===== config.mk =====
export PLATFORM = sky130hd
export DESIGN_NAME = mul_shift_add32_flat
export DESIGN_NICKNAME = d
export VERILOG_FILES = /design/src/rtl/mul_shift_add32_if.sv /design/src/rtl/mul_shift_add32.sv /design/src/flat_wrapper.sv
export SDC_FILE = /design/constraint.sdc
export NUM_CORES = 1
export LEC_CHECK = 0
export CORE_ASPECT_RATIO = 0.6
export CORE_MARGIN = 2
export CORE_UTILIZATION = 32
export CTS_CLUSTER_SIZE = 10
export DETAILED_ROUTE_END_ITERATION = 6
export PLACE_DENSITY_LB_ADDON = 0.15
export SLEW_MARGIN = 20
export SYNTH_ARGS = -nofsm -noshare
export SYNTH_HDL_FRONTEND = slang
export SYNTH_SLANG_ARGS = --single-unit

===== constraint.sdc =====
create_clock -name clk -period 3.85 [get_ports clk]
set_input_delay 0.385 -clock clk [delete_from_list [all_inputs] [get_ports clk]]
set_output_delay 0.385 -clock clk [all_outputs]
set_load 0.05 [all_outputs]

===== src/rtl/mul_shift_add32_if.sv =====
// Control-side bus of the shift-add multiplier: start/operands in, busy/done/product out.
// Optional macro SIGNED_MUL_EN adds the sgn request bit.
interface mul_shift_add32_if #(
  parameter int unsigned WIDTH = 32
);
  logic               start;
  logic [WIDTH-1:0]   op_a;
  logic [WIDTH-1:0]   op_b;
`ifdef SIGNED_MUL_EN
  logic               sgn;
`endif
  logic               busy;
  logic               done;
  logic [2*WIDTH-1:0] product;

  // ALU control side
  modport master (
`ifdef SIGNED_MUL_EN
    output sgn,
`endif
    output start, op_a, op_b,
    input  busy, done, product
  );

  // Multiplier side
  modport slave (
`ifdef SIGNED_MUL_EN
    input  sgn,
`endif
    input  start, op_a, op_b,
    output busy, done, product
  );
endinterface


===== src/rtl/mul_shift_add32.sv =====
// Iterative radix-2 shift-add 32x32->64 multiplier driving an external
// combinational adder (add_x/add_y out, add_s/add_c back) once per cycle.
// Optional macro SIGNED_MUL_EN: two's-complement mode via sgn, with a
// one-cycle FIX state that negates the product when operand signs differ.
module mul_shift_add32 #(
  parameter int unsigned WIDTH = 32,
  parameter int unsigned CNT_W = 5
) (
  input  logic             clk,
  input  logic             rst,
  mul_shift_add32_if.slave bus,
  output logic [WIDTH-1:0] add_x,
  output logic [WIDTH-1:0] add_y,
  input  logic [WIDTH-1:0] add_s,
  input  logic             add_c
);

  typedef enum logic [1:0] {
    S_IDLE = 2'd0,
    S_CALC = 2'd1,
    S_DONE = 2'd2
`ifdef SIGNED_MUL_EN
    , S_FIX = 2'd3
`endif
  } state_e;

  state_e state_q, state_d;

  logic [WIDTH-1:0]   acc_q, acc_d;
  logic [WIDTH-1:0]   mq_q, mq_d;
  logic [WIDTH-1:0]   mcand_q, mcand_d;
  logic [CNT_W-1:0]   cnt_q, cnt_d;
  logic [2*WIDTH-1:0] product_q, product_d;
  logic [WIDTH-1:0]   load_a, load_b;
  logic               fix_req;
  logic               last_iter;

`ifdef SIGNED_MUL_EN
  logic neg_q, neg_d, neg_load;

  // Operand magnitudes use a private negate so the shared adder stays free.
  assign load_a   = (bus.sgn && bus.op_a[WIDTH-1]) ? (~bus.op_a + WIDTH'(1)) : bus.op_a;
  assign load_b   = (bus.sgn && bus.op_b[WIDTH-1]) ? (~bus.op_b + WIDTH'(1)) : bus.op_b;
  assign neg_load = bus.sgn && (bus.op_a[WIDTH-1] ^ bus.op_b[WIDTH-1]);
  assign fix_req  = neg_q;
`else
  assign load_a  = bus.op_a;
  assign load_b  = bus.op_b;
  assign fix_req = 1'b0;
`endif

  assign last_iter = (cnt_q == '1);

  // State register
  always_ff @(posedge clk) begin
    if (rst) state_q <= S_IDLE;
    else     state_q <= state_d;
  end

  // Next-state logic
  always_comb begin
    state_d = state_q;
    unique case (state_q)
      S_IDLE: if (bus.start) state_d = S_CALC;
      S_CALC: begin
        if (last_iter) begin
`ifdef SIGNED_MUL_EN
          state_d = fix_req ? S_FIX : S_DONE;
`else
          state_d = S_DONE;
`endif
        end
      end
`ifdef SIGNED_MUL_EN
      S_FIX:  state_d = S_DONE;
`endif
      S_DONE: state_d = S_IDLE;
      default: state_d = S_IDLE;
    endcase
  end

  // Output logic: status flags and adder operands (zero outside CALC)
  always_comb begin
    bus.busy = (state_q != S_IDLE);
    bus.done = (state_q == S_DONE);
    add_x    = '0;
    add_y    = '0;
    if (state_q == S_CALC) begin
      add_x = acc_q;
      add_y = mq_q[0] ? mcand_q : '0;
    end
  end

  // Datapath next values: operand load, shift-add step, final product capture
  always_comb begin
    acc_d     = acc_q;
    mq_d      = mq_q;
    mcand_d   = mcand_q;
    cnt_d     = cnt_q;
    product_d = product_q;
`ifdef SIGNED_MUL_EN
    neg_d     = neg_q;
`endif
    unique case (state_q)
      S_IDLE: begin
        if (bus.start) begin
          mcand_d   = load_a;
          mq_d      = load_b;
          acc_d     = '0;
          cnt_d     = '0;
          product_d = '0;
`ifdef SIGNED_MUL_EN
          neg_d     = neg_load;
`endif
        end
      end
      S_CALC: begin
        acc_d = {add_c, add_s[WIDTH-1:1]};
        mq_d  = {add_s[0], mq_q[WIDTH-1:1]};
        cnt_d = cnt_q + CNT_W'(1);
        // Product is captured on the way into DONE so it is valid with done.
        if (last_iter && !fix_req) product_d = {acc_d, mq_d};
      end
`ifdef SIGNED_MUL_EN
      S_FIX:  product_d = ~{acc_q, mq_q} + (2*WIDTH)'(1);
`endif
      default: ;
    endcase
  end

  // Datapath registers
  always_ff @(posedge clk) begin
    if (rst) begin
      acc_q     <= '0;
      mq_q      <= '0;
      mcand_q   <= '0;
      cnt_q     <= '0;
      product_q <= '0;
`ifdef SIGNED_MUL_EN
      neg_q     <= 1'b0;
`endif
    end else begin
      acc_q     <= acc_d;
      mq_q      <= mq_d;
      mcand_q   <= mcand_d;
      cnt_q     <= cnt_d;
      product_q <= product_d;
`ifdef SIGNED_MUL_EN
      neg_q     <= neg_d;
`endif
    end
  end

  assign bus.product = product_q;

endmodule


===== src/flat_wrapper.sv =====
// flat-port wrapper written by rule: the top's interface ports become plain ports
module mul_shift_add32_flat 
#(
  parameter int unsigned WIDTH = 32,
  parameter int unsigned CNT_W = 5
)
  (clk, rst, add_x, add_y, add_s, add_c, bus_start, bus_op_a, bus_op_b, bus_busy, bus_done, bus_product);
  mul_shift_add32_if #(.WIDTH(WIDTH)) bus_i ();
  input  logic clk;
  input  logic rst;
  output logic [WIDTH-1:0] add_x;
  output logic [WIDTH-1:0] add_y;
  input  logic [WIDTH-1:0] add_s;
  input  logic add_c;
  input wire logic [$bits(bus_i.start)-1:0] bus_start;
  input wire logic [$bits(bus_i.op_a)-1:0] bus_op_a;
  input wire logic [$bits(bus_i.op_b)-1:0] bus_op_b;
  output wire logic [$bits(bus_i.busy)-1:0] bus_busy;
  output wire logic [$bits(bus_i.done)-1:0] bus_done;
  output wire logic [$bits(bus_i.product)-1:0] bus_product;
  assign bus_i.start = bus_start;
  assign bus_i.op_a = bus_op_a;
  assign bus_i.op_b = bus_op_b;
  assign bus_busy = bus_i.busy;
  assign bus_done = bus_i.done;
  assign bus_product = bus_i.product;
  mul_shift_add32 #(.WIDTH(WIDTH), .CNT_W(CNT_W)) u_core (.clk(clk), .rst(rst), .bus(bus_i), .add_x(add_x), .add_y(add_y), .add_s(add_s), .add_c(add_c));
endmodule

==> impl_metrics.tcl <==
set metrics [dict create \
    cts_hold_buf 0 \
    grt_pass1_wl_um 35650 \
    clk-insertion-delay-late_ns 0.44 \
    synth_compound_area_frac 0.1734 \
    drt_first_pass_iters 4 \
    die_h_um 120.9 \
    synth_top_family_by_area "simple AND/OR/NAND/NOR gates" \
    worstPathMaxFanout 74 \
    wl_per_cell_um 17.08 \
    nNetsFinal 1137 \
    status "completed" \
    gp_congestion 0.7686 \
    min_period_ns 3.285 \
    ys_seq_elements 167 \
    first_global_vias 6223 \
    regToRegSetupSlack_ns 1.21 \
    tightest_slew_ns 1.116 \
    postPlaceCellArea_um2 9679 \
    cts_root_buf "clkbuf_16" \
    synthArstFlopShare 0 \
    htreeDepth 4 \
    drt_iter0_markers 454 \
    wl_um 23150 \
    path_class "flip-flop to output pin" \
    yosysUniqueCellTypes 36 \
    yosys.area.top_type "dfxtp_1" \
    overflow 0 \
    rows 42 \
    synth-edff-count 0 \
    synth-seq-area-share 0.4587 \
    synthSimpleGateAreaFrac 0.3020 \
    timing.final.crit_share 0.8531 \
    hold_viol 0 \
    final_common_cell "clkdlybuf4s50_1" \
    area_growth_pct 40.81 \
    finClkSkew_ns 0.006909 \
    cts_buffers 17 \
    port-buffer-count 229 \
    syn-cell-area_um2 7288 \
    io_pins 230 \
    final_cell_area_um2 10260 \
    final_cell_mix "clkdlybuf4s50_1 (228), dfxtp_1 (165), a21oi_1 (130)" \
    grt_start_max_net_pins 131 \
    synth_cells 869 \
    synth_xor_area_frac 0 \
    ir_worst_vdd_mv 0.2924 \
    drv_cap 0 \
    critical_path_arrival_ns 2.90 \
    synth_area_per_cell_um2 8.387 \
    cts-resized-gates 0 \
    viasPerCell 4.963 \
    vias 6725 \
    slew_headroom 0.2557 \
    setup_viol 0 \
    post_cts_buffers 0 \
    fp.dieW_um 198.8 \
    hp-class "flip-flop to flip-flop" \
    hpwl_um 14350 \
    numClockSinks 167 \
    die_area_um2 24040 \
    drive_gt1_frac 0.05354 \
    start_kind "flip-flop" \
    synth_nets 971 \
    critPathRequiredTime_ns 3.46 \
    rsz0062_at_grt "false" \
    tns_ns 0 \
    fin_hold_ws_ns 0.4520 \
    synth_top_area_frac 0.4587 \
    ant_nets 0 \
    max-clock-path-buffers 2 \
    p_leak_uw 0.003643 \
    drc 0 \
    yosys_warnings 0 \
    synthAdderAreaFrac 0.003433 \
    end_kind "output pin" \
    cts_tree "done" \
    drv_slew 0 \
    synth_ff_type "dfxtp_1" \
    core-area_um2 22180 \
    start_util 0.3287 \
    synthTopCellsByArea "dfxtp_1 (46%), a21oi_1 (8.9%), nand4b_1 (7.7%)" \
    synth.area.mux_share 0.003090 \
    clk_pin_slew_ns 0.06 \
    track_usage 0.1919 \
    grt_antenna_before_repair 1 \
    cellPowerDensity_nw_per_um2 394.5 \
    fmax_ghz 0.3045 \
]
[synth_stat cells, types with 2 or more instances]
master,n
nand3_1,4
or3b_2,2
nor3_1,33
and2_1,32
nand2b_1,28
o21ai_0,60
a22oi_1,32
buf_4,4
o21ai_1,4
buf_6,3
clkbuf_1,56
or3b_1,30
a21oi_1,130
and3_1,33
ha_1,2
or2b_1,4
nor2_1,67
nand2_1,67
buf_2,28
dfxtp_1,167
nand4b_1,64
buf_1,5
[critical path, stage by stage, from the launching register on]
cell             delay, ns
dfxtp_4               0.55
nor2b_4               0.50
buf_4                 0.37
and2_1                0.22
clkdlybuf4s50_1       0.81
[metal layers]
layer | GRT usage | part of all wire
met2 | 0.2563 | 0.40
met4 | 0.06250 | 0.011
met3 | 0.06754 | 0.088
met1 | 0.2817 | 0.51
met5 | 0 | 0
[cell type report]
class / instances / area [µm²]
Timing Repair Buffer: 243 / 2424
Sequential cell: 167 / 3351
Clock buffer: 21 / 480.5
Clock inverter: 9 / 100.1
Tap cell: 308 / 385.4
Antenna cell: 1 / 2.502
Multi-Input combinational cell: 606 / 3520
Fill cell: 2201 / 11910
[path summary, 6_finish.rpt]
kind | start | end | depth (start not counted)
worst min register to register | u_core.mcand_q[5]$_SDFFE_PP0P_ | u_core.mcand_q[5]$_SDFFE_PP0P_ | 2
worst max register to register | u_core.state_q[1]$_SDFFE_PP0P_ | u_core.cnt_q[3]$_SDFFE_PP0P_ | 5
worst min-delay path | u_core.mcand_q[5]$_SDFFE_PP0P_ | u_core.mcand_q[5]$_SDFFE_PP0P_ | 2
worst max-delay path | u_core.state_q[1]$_SDFFE_PP0P_ | add_x[0] | 4
[stage by stage]
step | setup slack (ns) | std cells | total power (µW) | utilization
final | 0.5654 | 1355 | 4049 | 0.4628
after global routing | 0.3498 | 1354 | 4234 | 0.4627
after CTS | 0.4904 | 1354 | 4107 | 0.4627
after detailed placement | 0.9721 | 1324 | 2385 | 0.4365
after global placement | 0.9622 | 1324 | 2385 | 0.4365
after floorplan | 1.814 | 869 | 2178 | -
[cells by family (layout without fill, tap and decap cells)]
logic type	after synthesis	count (layout)
other	0	1
adder cells (fa/ha/maj)	2	2
AO/OA/AOI/OAI	232	232
AND/OR/NAND/NOR	371	371
flip-flops	167	167
multiplexers	1	1
buffers and inverters	96	273
[report_power, final]
part / switching [µW] / total (µW) / internal (µW)
Combinational: 273 / 493 / 220
Clock: 695 / 1710 / 1010
Sequential: 51.0 / 1850 / 1800
Total: 1020 / 4050 / 3030
[flip-flops by register name, indices dropped and copies added (netlist names)]
name	cells
u_core.bus.product	64
u_core.acc_q	32
u_core.cnt_q	5
u_core.mcand_q	32
u_core.state_q	2
u_core.mq_q	32
Note: power is estimated with default switching activity, not from simulation.
